===== config.mk =====
export PLATFORM = sky130hd
export DESIGN_NAME = pipe_stage_skid_flat
export DESIGN_NICKNAME = d
export VERILOG_FILES = /design/src/rtl/pipe_stage_skid_if.sv /design/src/rtl/pipe_stage_skid.sv /design/src/flat_wrapper.sv
export SDC_FILE = /design/constraint.sdc
export NUM_CORES = 1
export LEC_CHECK = 0
export BUFFER_PORTS_ARGS = -buffer_cell sky130_fd_sc_hd__buf_4
export CAP_MARGIN = 25
export CORE_MARGIN = 2
export CORE_UTILIZATION = 56
export CTS_CLUSTER_DIAMETER = 30
export CTS_CLUSTER_SIZE = 20
export DETAILED_ROUTE_END_ITERATION = 10
export PLACE_DENSITY_LB_ADDON = 0.1
export SYNTH_ARGS = -nofsm -noshare
export SYNTH_HDL_FRONTEND = slang
export SYNTH_SLANG_ARGS = --single-unit

===== constraint.sdc =====
create_clock -name Clk -period 3.7 [get_ports Clk]
set_clock_uncertainty 0.05 [all_clocks]
set_input_delay 0.555 -clock Clk [delete_from_list [all_inputs] [get_ports Clk]]
set_output_delay 0.555 -clock Clk [all_outputs]
set_load 0.05 [all_outputs]

===== src/rtl/pipe_stage_skid_if.sv =====
// Handshake bundle for pipe_stage_skid: upstream valid/ready with control and data
// payloads, downstream valid/ready, flush, and the occupancy/bubble observability outputs.
interface pipe_stage_skid_if #(
    parameter int CTRL_W = 8,
    parameter int DATA_W = 32,
    parameter int CNT_W  = 16
);
    logic              flush;
    logic              in_valid;
    logic              in_ready;
    logic [CTRL_W-1:0] in_ctrl;
    logic [DATA_W-1:0] in_data;
    logic              out_valid;
    logic              out_ready;
    logic [CTRL_W-1:0] out_ctrl;
    logic [DATA_W-1:0] out_data;
    logic [1:0]        occupancy;
    logic [CNT_W-1:0]  bubble_cnt;

    modport master (
        output flush, in_valid, in_ctrl, in_data, out_ready,
        input  in_ready, out_valid, out_ctrl, out_data, occupancy, bubble_cnt
    );

    modport slave (
        input  flush, in_valid, in_ctrl, in_data, out_ready,
        output in_ready, out_valid, out_ctrl, out_data, occupancy, bubble_cnt
    );
endinterface


===== src/rtl/pipe_stage_skid.sv =====
// Falling-edge pipeline stage register with valid/ready handshake and a one-entry skid
// buffer; control is zeroed into a bubble when empty, data is carried as value only.
module pipe_stage_skid #(
    parameter int CTRL_W = 8,
    parameter int DATA_W = 32,
    parameter int CNT_W  = 16
) (
    input  logic           Clk,
    input  logic           Rst,
    pipe_stage_skid_if.slave bus
);

    localparam logic [1:0]       ST_EMPTY = 2'd0;
    localparam logic [1:0]       ST_FULL  = 2'd1;
    localparam logic [1:0]       ST_SKID  = 2'd2;
    localparam logic [CNT_W-1:0] CNT_MAX  = {CNT_W{1'b1}};
    localparam logic [CNT_W-1:0] CNT_ONE  = {{(CNT_W-1){1'b0}}, 1'b1};

    logic [1:0]        state_r;
    logic [1:0]        state_nxt_s;
    logic              in_ready_r;
    logic              out_valid_r;
    logic [CTRL_W-1:0] main_ctrl_r;
    logic [CTRL_W-1:0] skid_ctrl_r;
    logic [DATA_W-1:0] main_data_r;
    logic [DATA_W-1:0] skid_data_r;
    logic [CNT_W-1:0]  bubble_cnt_r;
    logic              accept_s;
    logic              take_s;
    logic              load_main_in_s;
    logic              load_main_skid_s;
    logic              load_skid_s;

    // Handshakes use only registered ready/valid, so no input reaches an output combinationally.
    assign accept_s = bus.in_valid & in_ready_r;
    assign take_s   = out_valid_r & bus.out_ready;

    // Next-state and register-load selection; flush overrides every transfer.
    always_comb begin
        state_nxt_s      = state_r;
        load_main_in_s   = 1'b0;
        load_main_skid_s = 1'b0;
        load_skid_s      = 1'b0;
        case (state_r)
            ST_EMPTY: begin
                if (accept_s) begin
                    state_nxt_s    = ST_FULL;
                    load_main_in_s = 1'b1;
                end else begin
                    state_nxt_s = ST_EMPTY;
                end
            end
            ST_FULL: begin
                if (accept_s && take_s) begin
                    load_main_in_s = 1'b1;
                end else if (accept_s) begin
                    state_nxt_s = ST_SKID;
                    load_skid_s = 1'b1;
                end else if (take_s) begin
                    state_nxt_s = ST_EMPTY;
                end else begin
                    state_nxt_s = ST_FULL;
                end
            end
            ST_SKID: begin
                if (take_s) begin
                    state_nxt_s      = ST_FULL;
                    load_main_skid_s = 1'b1;
                end else begin
                    state_nxt_s = ST_SKID;
                end
            end
            default: begin
                state_nxt_s = ST_EMPTY;
            end
        endcase
        if (bus.flush) begin
            state_nxt_s      = ST_EMPTY;
            load_main_in_s   = 1'b0;
            load_main_skid_s = 1'b0;
            load_skid_s      = 1'b0;
        end else begin
            state_nxt_s = state_nxt_s;
        end
    end

    // State, registered handshakes and control bundles; an empty stage always shows a NOP.
    always_ff @(negedge Clk) begin
        if (Rst) begin
            state_r     <= ST_EMPTY;
            in_ready_r  <= 1'b1;
            out_valid_r <= 1'b0;
            main_ctrl_r <= {CTRL_W{1'b0}};
            skid_ctrl_r <= {CTRL_W{1'b0}};
        end else begin
            state_r     <= state_nxt_s;
            in_ready_r  <= (state_nxt_s != ST_SKID);
            out_valid_r <= (state_nxt_s != ST_EMPTY);
            if (state_nxt_s == ST_EMPTY) begin
                main_ctrl_r <= {CTRL_W{1'b0}};
            end else if (load_main_in_s) begin
                main_ctrl_r <= bus.in_ctrl;
            end else if (load_main_skid_s) begin
                main_ctrl_r <= skid_ctrl_r;
            end else begin
                main_ctrl_r <= main_ctrl_r;
            end
            if (load_skid_s) begin
                skid_ctrl_r <= bus.in_ctrl;
            end else if (state_nxt_s != ST_SKID) begin
                skid_ctrl_r <= {CTRL_W{1'b0}};
            end else begin
                skid_ctrl_r <= skid_ctrl_r;
            end
        end
    end

    // Data bundles only move with an entry; flush leaves them untouched.
    always_ff @(negedge Clk) begin
        if (Rst) begin
            main_data_r <= {DATA_W{1'b0}};
            skid_data_r <= {DATA_W{1'b0}};
        end else begin
            if (load_main_in_s) begin
                main_data_r <= bus.in_data;
            end else if (load_main_skid_s) begin
                main_data_r <= skid_data_r;
            end else begin
                main_data_r <= main_data_r;
            end
            if (load_skid_s) begin
                skid_data_r <= bus.in_data;
            end else begin
                skid_data_r <= skid_data_r;
            end
        end
    end

    // Saturating count of edges on which the stage presented a bubble downstream.
    always_ff @(negedge Clk) begin
        if (Rst) begin
            bubble_cnt_r <= {CNT_W{1'b0}};
        end else if (!out_valid_r && (bubble_cnt_r != CNT_MAX)) begin
            bubble_cnt_r <= bubble_cnt_r + CNT_ONE;
        end else begin
            bubble_cnt_r <= bubble_cnt_r;
        end
    end

    assign bus.in_ready   = in_ready_r;
    assign bus.out_valid  = out_valid_r;
    assign bus.out_ctrl   = main_ctrl_r;
    assign bus.out_data   = main_data_r;
    assign bus.occupancy  = state_r;
    assign bus.bubble_cnt = bubble_cnt_r;

endmodule


===== src/flat_wrapper.sv =====
// flat-port wrapper written by rule: the top's interface ports become plain ports
module pipe_stage_skid_flat 
#(
    parameter int CTRL_W = 8,
    parameter int DATA_W = 32,
    parameter int CNT_W  = 16
)
  (Clk, Rst, bus_flush, bus_in_valid, bus_in_ctrl, bus_in_data, bus_out_ready, bus_in_ready, bus_out_valid, bus_out_ctrl, bus_out_data, bus_occupancy, bus_bubble_cnt);
  pipe_stage_skid_if #(.CTRL_W(CTRL_W), .DATA_W(DATA_W), .CNT_W(CNT_W)) bus_i ();
  input  logic Clk;
  input  logic Rst;
  input wire logic [$bits(bus_i.flush)-1:0] bus_flush;
  input wire logic [$bits(bus_i.in_valid)-1:0] bus_in_valid;
  input wire logic [$bits(bus_i.in_ctrl)-1:0] bus_in_ctrl;
  input wire logic [$bits(bus_i.in_data)-1:0] bus_in_data;
  input wire logic [$bits(bus_i.out_ready)-1:0] bus_out_ready;
  output wire logic [$bits(bus_i.in_ready)-1:0] bus_in_ready;
  output wire logic [$bits(bus_i.out_valid)-1:0] bus_out_valid;
  output wire logic [$bits(bus_i.out_ctrl)-1:0] bus_out_ctrl;
  output wire logic [$bits(bus_i.out_data)-1:0] bus_out_data;
  output wire logic [$bits(bus_i.occupancy)-1:0] bus_occupancy;
  output wire logic [$bits(bus_i.bubble_cnt)-1:0] bus_bubble_cnt;
  assign bus_i.flush = bus_flush;
  assign bus_i.in_valid = bus_in_valid;
  assign bus_i.in_ctrl = bus_in_ctrl;
  assign bus_i.in_data = bus_in_data;
  assign bus_i.out_ready = bus_out_ready;
  assign bus_in_ready = bus_i.in_ready;
  assign bus_out_valid = bus_i.out_valid;
  assign bus_out_ctrl = bus_i.out_ctrl;
  assign bus_out_data = bus_i.out_data;
  assign bus_occupancy = bus_i.occupancy;
  assign bus_bubble_cnt = bus_i.bubble_cnt;
  pipe_stage_skid #(.CTRL_W(CTRL_W), .DATA_W(DATA_W), .CNT_W(CNT_W)) u_core (.Clk(Clk), .Rst(Rst), .bus(bus_i));
endmodule

==> results by group, run 1 <==
Run status
  – Outcome: complete, no violations

Min path
  – Number of stages on the worst hold path: 2
  – Class of the tightest hold or removal check: reg2reg
  – Hold Crit Start: u_core.bus.out_ctrl[2]

Routing
  – Antenna viol nets, final: 0
  – Routed wire per std cell: around 14 µm
  – Wirelength, routed: roughly 11000 µm
  – Via/cell ratio: about 5.5
  – DRC: 0
  – DRC violation total after the first TritonRoute iteration: approximately 190
  – Count of vias placed by the detailed router: 4049
  – Number of optimization iterations in the first detailed-route pass: 5

Placement
  – Total instance count after detailed placement: 618
  – Count of input and output buffers: 104
  – Final HPWL DP: around 6400 µm
  – Final weighted congestion in routability-driven placement: roughly 0.89

STA
  – Tightest hold margin: just under 400 ps
  – Number of failing setup endpoints in the final timing report: 0
  – Fin. Hold Viols: 0
  – Total negative slack: 0 ps
  – Unrepaired setup endpoints after global routing: no
  – Max_slew headroom: approximately 59%
  – Final Slew Violations: 0
  – Slew at the pin closest to its max-slew limit: 601 ps

Worst setup path
  – Kind of start point of the critical path: register
  – Worst path slowest cell: dfxtp_1
  – Total buffers and inverters traversed by the critical path: 1
  – Crit. path cell count: 1
  – Data required time of the worst path: approximately 3100 ps
  – Peak per-stage delay on the critical path: around 470 ps
  – First element of the critical path: u_core.bus.occupancy[1]
  – Critical path endpoint category: output pin
  – Category of the critical setup timing path: reg2out
  – Crit Path Max Fanout: 8
  – CP top delay family: flip-flops
  – Critical Path, Cell by Cell: buf_4
  – Depth of the worst register-to-register path: 5
  – Arrival time reported for the critical path endpoint: between 2000 and 3000 ps
  – Launching point of the worst reg2reg path: u_core.bus.bubble_cnt[0]

Run
  – Max-cap violations: 0

Layout
  – Count of filler cells inserted in the layout: roughly 490
  – Final-stage net count: between 600 and 700
  – Post-Layout Cell Count: between 700 and 800
  – Syn-to-layout area delta: 37.8%
  – Layout cell share with drive strength beyond 1: 23.0%
  – N_diodes: 0

Clocking
  – Clock transition at path regs: 40 ps
  – Clock latency reported for the late side of the worst-skew pair: roughly 420 ps
  – Total CTS buffers: 9
  – Post-CTS Resized: 0
  – CTS hold repair buffers: 0
  – Number of clock sinks: 100
  – TritonCTS clock tree: yes
  – Root buf cell: clkbuf_8
  – Buffers from clock root to sink, at most: 2
  – Number of H-tree branching levels: 3
  – Buffers inserted by post-CTS timing repair: 0

Logic synthesis
  – Count leader, synth: dfxtp_1
  – Number of enable flip-flop cells after synthesis: 0
  – Avg Synthesized Cell Area: between 8 and 9 µm²
  – Synthesized area: roughly 3900 µm²
  – Synthesized instance count: approximately 440
  – Flop and latch count out of synthesis: 100
  – Top-area cell type share of the netlist area: between 50 and 60%
  – Biggest area contributors in the synthesized netlist: dfxtp_1 51%, a22oi_1 9.2%, nand2_1 7.6%
  – Leading register cell type out of synthesis: dfxtp_1
  – Net count of the mapped netlist: just under 500
  – Synth top cells by count: 100 x dfxtp_1, 80 x nand2_1, 48 x a22oi_1
  – Largest area contributor in the netlist: dfxtp_1
  – Async SR Flop Fraction: 0%
  – Distinct cell type count of the synthesized netlist: 42
  – Sequential fraction of the synthesis area: between 50% and 60%
  – Count of yosys warnings during synthesis: 0

Global routing
  – Maximum number of pins on one net before global-route repair: 62
  – Sum of overflow across all layers after global routing: 0
  – Number of antenna violations at the first check in global routing: 0
  – Wire length of the first global-routing pass: approximately 17000 µm
  – Number of global-route vias before repair: around 4k
  – Global-route usage over all layers: between 20% and 30%

Floorplan
  – Site Rows: 30
  – Count of pins on the block boundary: 105
  – Chip width: ~90 µm
  – Vertical extent of the die: about 88 µm
  – Initial Util: 57.8%
  – Die Footprint: ~7700 µm²
  – Area inside the core boundary: 6790 µm²

Power and ir drop
  – Power consumption: around 0.0025 W
  – Leakage power summed over all cells: about 2.4 nW
  – Maximum VDD drop: between 0.3 and 0.4 mV
  – Power density over the cells: approximately 470 nW/µm²
registers in the layout, indices dropped and copies added (netlist names):
name and flops:
u_core.bus.out_valid 1, u_core.bus.occupancy 2, u_core.bus.out_ctrl 8, u_core.bus.in_ready 1, u_core.skid_data_r 32, u_core.bus.bubble_cnt 16, u_core.skid_ctrl_r 8, u_core.bus.out_data 32
worst reg2reg max path, delay by kind of cell, from the launching register on:
family / cells / cell delay (ps)
adder cells (fa/ha/maj): 1 / 230
AO/OA/AOI/OAI: 2 / 520
flip-flops: 1 / 400
AND/OR/NAND/NOR: 2 / 640
cell type report:
type | count | area, µm² | share of cell area, %
inverter | 7 | 26.3 | 0.485
multi-input combinational | 297 | 1780 | 32.9
sequential | 100 | 2000 | 37.0
clock buffer | 9 | 124 | 2.29
tap | 96 | 120 | 2.22
clock inverter | 106 | 430 | 7.95
timing repair buffer | 117 | 928 | 17.1
logic make-up after synthesis:
group,Yosys count,share of synthesized area (%)
AO/OA/AOI/OAI,151,26.6
AND/OR/NAND/NOR,138,16.1
flip-flops,100,51.0
buffers and inverters,42,4.14
multiplexers,6,1.66
XOR/XNOR,1,0.223
adder cells (fa/ha/maj),1,0.318
stage by stage:
stage / utilization, % / instance area (µm²) / setup slack [ps]
after floorplan: - / 3930 / 66.5
after global placement: 71.6 / 4860 / 50.4
after detailed placement: 71.6 / 4860 / 11.5
after CTS: 79.7 / 5420 / 105
after global routing: 79.7 / 5420 / 51.2
final: 79.7 / 5420 / 116
cell usage in the layout (no fill, tap or decap), drive strengths merged, types with 4 or more instances in the layout:
cell type and n:
dfxtp 100, nand4 4, nand3 4, clkbuf 9, or3 4, inv 112
a21oi 44, mux2 4, or4 4, buf 117, a22oi 48, nand2b 4
o21ai 14, nand2 80, o2bb2ai 32, nor3 4, nor2 22
report_power, final:
group | leakage [nW] | switching [W] | internal (W) | total [W]
clock | 0.629 | 0.000695 | 0.000399 | 0.00109
combinational | 0.997 | 0.000191 | 0.000116 | 0.000307
sequential | 0.811 | 0.0000227 | 0.00111 | 0.00114
total | 2.44 | 0.000909 | 0.00163 | 0.00254
path summary, 6_finish.rpt:
kind         slack, ps                         to
max reg2reg       1730  u_core.bus.bubble_cnt[10]
max                120           bus_occupancy[1]
min                400     u_core.bus.out_ctrl[2]
min reg2reg        400     u_core.bus.out_ctrl[2]
metal layers:
metal | up-vias | track usage [%] | wire [µm] | part of all wire, %
met1 | 1909 | 32.5 | 4440 | 42
met2 | 152 | 45.5 | 5290 | 50
met4 | 0 | 12.0 | 85 | 0.80
li1 | 1976 | - | - | -
met5 | - | 0 | 0 | 0
met3 | 12 | 12.3 | 770 | 7.3
Note: power is estimated with default switching activity, not from simulation.
==> inputs of run 2 (changes only) <==
--- a/config.mk
+++ b/config.mk
@@ -7,3 +7,3 @@
 export LEC_CHECK = 0
-export BUFFER_PORTS_ARGS = -buffer_cell sky130_fd_sc_hd__buf_4
+export BUFFER_PORTS_ARGS = -buffer_cell sky130_fd_sc_hd__clkbuf_2
 export CAP_MARGIN = 25
--- a/constraint.sdc
+++ b/constraint.sdc
@@ -4,2 +4,2 @@
 set_output_delay 0.555 -clock Clk [all_outputs]
-set_load 0.05 [all_outputs]
+set_load 0.01 [all_outputs]
==> results by group, run 2 (synthesis gave the netlist of run 1 again) <==
Min path
  – Number of stages on the worst hold path: 2 (unchanged)
  – Class of the tightest hold or removal check: reg2reg (unchanged)

Worst setup path
  – Crit. path cell count: 1 (unchanged)
  – Total buffers and inverters traversed by the critical path: 1 (unchanged)
  – Critical Path, Cell by Cell: clkbuf_2 (was buf_4)
  – Peak per-stage delay on the critical path: 460 ps (was 470 ps)
  – Depth of the worst register-to-register path: 4 (was 5)
  – Setup slack on the worst flop-to-flop path: 1720 ps (was 1730 ps)
  – Category of the critical setup timing path: reg2out (unchanged)
  – Data required time of the worst path: 3090 ps (about the same)
  – CP top delay family: flip-flops (unchanged)
  – Critical path endpoint category: output pin (unchanged)
  – Kind of start point of the critical path: register (unchanged)
  – Crit Path Max Fanout: 7 (was 8)
  – Worst path slowest cell: dfxtp_1 (unchanged)
  – Arrival time reported for the critical path endpoint: 2920 ps (was 2980 ps)

Routing
  – Routed wire per std cell: 14.4 µm (was 14.5 µm)
  – Count of vias placed by the detailed router: 4097 (was 4049)
  – Antenna viol nets, final: 0 (unchanged)
  – Wirelength, routed: 10600 µm (about the same)
  – Via/cell ratio: 5.57 (was 5.53)
  – DRC violation total after the first TritonRoute iteration: 302 (was 187)
  – Number of optimization iterations in the first detailed-route pass: 4 (was 5)
  – DRC: 0 (unchanged)

Layout
  – Leading cell type in the layout, fill and taps excluded: inv_1 (was buf_4)
  – Final-stage net count: 682 (was 678)
  – Multi-input logic area: 1780 µm² (unchanged)
  – Count of filler cells inserted in the layout: 504 (was 492)
  – Combined flip-flop and latch cell area: 2000 µm² (unchanged)
  – Finished layout cell area: 5210 µm² (was 5420 µm²)
  – Highest-count cells in the layout ignoring fill and taps: 107 x inv_1, 104 x clkbuf_2, 100 x dfxtp_1 (was 113 x buf_4, 107 x inv_1, 100 x dfxtp_1)
  – Syn-to-layout area delta: 32.7% (was 37.8%)
  – N_diodes: 0 (unchanged)
  – Layout cell share with drive strength beyond 1: 23.3% (was 23.0%)

STA
  – Tightest hold margin: 396 ps (was 397 ps)
  – Slew at the pin closest to its max-slew limit: 565 ps (was 601 ps)
  – Unrepaired setup endpoints after global routing: no (unchanged)
  – Total negative slack: 0 ps (unchanged)
  – Max_slew headroom: 61.8% (was 59.4%)
  – Final Slew Violations: 0 (unchanged)
  – Fin. Hold Viols: 0 (unchanged)
  – Number of failing setup endpoints in the final timing report: 0 (unchanged)
  – Worst Setup Slack, final: 179 ps (was 116 ps)

Clocking
  – Clock latency reported for the late side of the worst-skew pair: 410 ps (was 420 ps)
  – Buffers inserted by post-CTS timing repair: 0 (unchanged)
  – CTS hold repair buffers: 0 (unchanged)
  – Number of H-tree branching levels: 3 (unchanged)
  – Buffers from clock root to sink, at most: 2 (unchanged)
  – Clock transition at path regs: 40 ps (about the same)
  – Root buf cell: clkbuf_8 (unchanged)
  – TritonCTS clock tree: yes (unchanged)
  – Number of clock sinks: 100 (unchanged)
  – Post-CTS Resized: 0 (unchanged)
  – Total CTS buffers: 9 (unchanged)

Floorplan
  – Die Footprint: 7700 µm² (unchanged)
  – Chip width: 87.8 µm (unchanged)
  – Initial Util: 57.8% (unchanged)
  – Site Rows: 30 (unchanged)
  – Area inside the core boundary: 6790 µm² (unchanged)
  – Vertical extent of the die: 87.8 µm (unchanged)
  – Count of pins on the block boundary: 105 (unchanged)

Run status
  – Outcome: complete, no violations (unchanged)

Placement
  – Dpl cell area: 4630 µm² (was 4860 µm²)
  – Worst slack at placement: 24.5 ps (was 11.5 ps)
  – Final HPWL DP: 6410 µm (about the same)
  – Final weighted congestion in routability-driven placement: 0.907 (was 0.887)
  – Count of input and output buffers: 104 (unchanged)

Global routing
  – Wire length of the first global-routing pass: 17000 µm (was 17200 µm)
  – Number of antenna violations at the first check in global routing: 0 (unchanged)
  – Number of global-route vias before repair: 4017 (was 4011)
  – Sum of overflow across all layers after global routing: 0 (unchanged)
  – Maximum number of pins on one net before global-route repair: 45 (was 62)
  – Global-route usage over all layers: 27.8% (was 28.1%)

Power and ir drop
  – Maximum VDD drop: 0.271 mV (was 0.349 mV)
  – Leakage power summed over all cells: 2.39 nW (was 2.44 nW)
  – Power density over the cells: 484 nW/µm² (was 469 nW/µm²)

Run
  – Max-cap violations: 0 (unchanged)
run 2: changes by cell type in the layout (fill, tap and decap cells not counted), sizes merged:
| cell | change |
|---|---|
| buf | -100 |
| bufinv | +2 |
| clkbuf | +104 |
| clkinv | +1 |
| inv | -4 |
run 2: final cells by class:
class / count / share of cell area, %
flip-flops and latches: 100 / 38.4
multi-input cells: 297 / 34.2
repair buffers: 121 / 13.4
clock inverters: 105 / 8.81
clock buffers: 9 / 2.38
well taps: 96 / 2.30
inverters: 7 / 0.504
run 2: metrics by stage:
step / instances / power [W] / utilization (%)
after detailed placement: 622 / 0.00152 / 68.2
after CTS: 735 / 0.00256 / 76.7
after floorplan: 439 / 0.00142 / -
after global placement: 622 / 0.00152 / 68.2
final: 735 / 0.00252 / 76.7
after global routing: 735 / 0.00270 / 76.7
run 2: worst paths after layout:
path	endpoint	from
worst max-delay path	bus_occupancy[0]	u_core.bus.occupancy[0]
worst max register to register	u_core.bus.bubble_cnt[13]	u_core.bus.bubble_cnt[4]
worst min-delay path	u_core.bus.out_ctrl[3]	u_core.bus.out_ctrl[3]
worst min register to register	u_core.bus.out_ctrl[3]	u_core.bus.out_ctrl[3]
run 2: metal layers:
metal  track usage (%)  up-vias  routed length, µm  part of all wire [%]
met2              45.5      165               5120                    49
met4              13.0        0                212                   2.0
li1                  -     1986                  -                     -
met3              12.2       20                792                   7.5
met1              31.2     1926               4430                    42
met5                 0        -                  0                     0
run 2: power breakdown:
part           internal, W  total [W]  switching, W
clock             0.000518    0.00118      0.000663
combinational    0.0000897   0.000203      0.000113
sequential         0.00112    0.00114     0.0000226
total              0.00172    0.00252      0.000799
run 2: tightest hold or removal path, delay by kind of cell (launching register included):
| family | cells | cell delay, ps |
|---|---|---|
| compound gates | 1 | 60 |
| simple gates | 1 | 40 |
| flops | 1 | 310 |
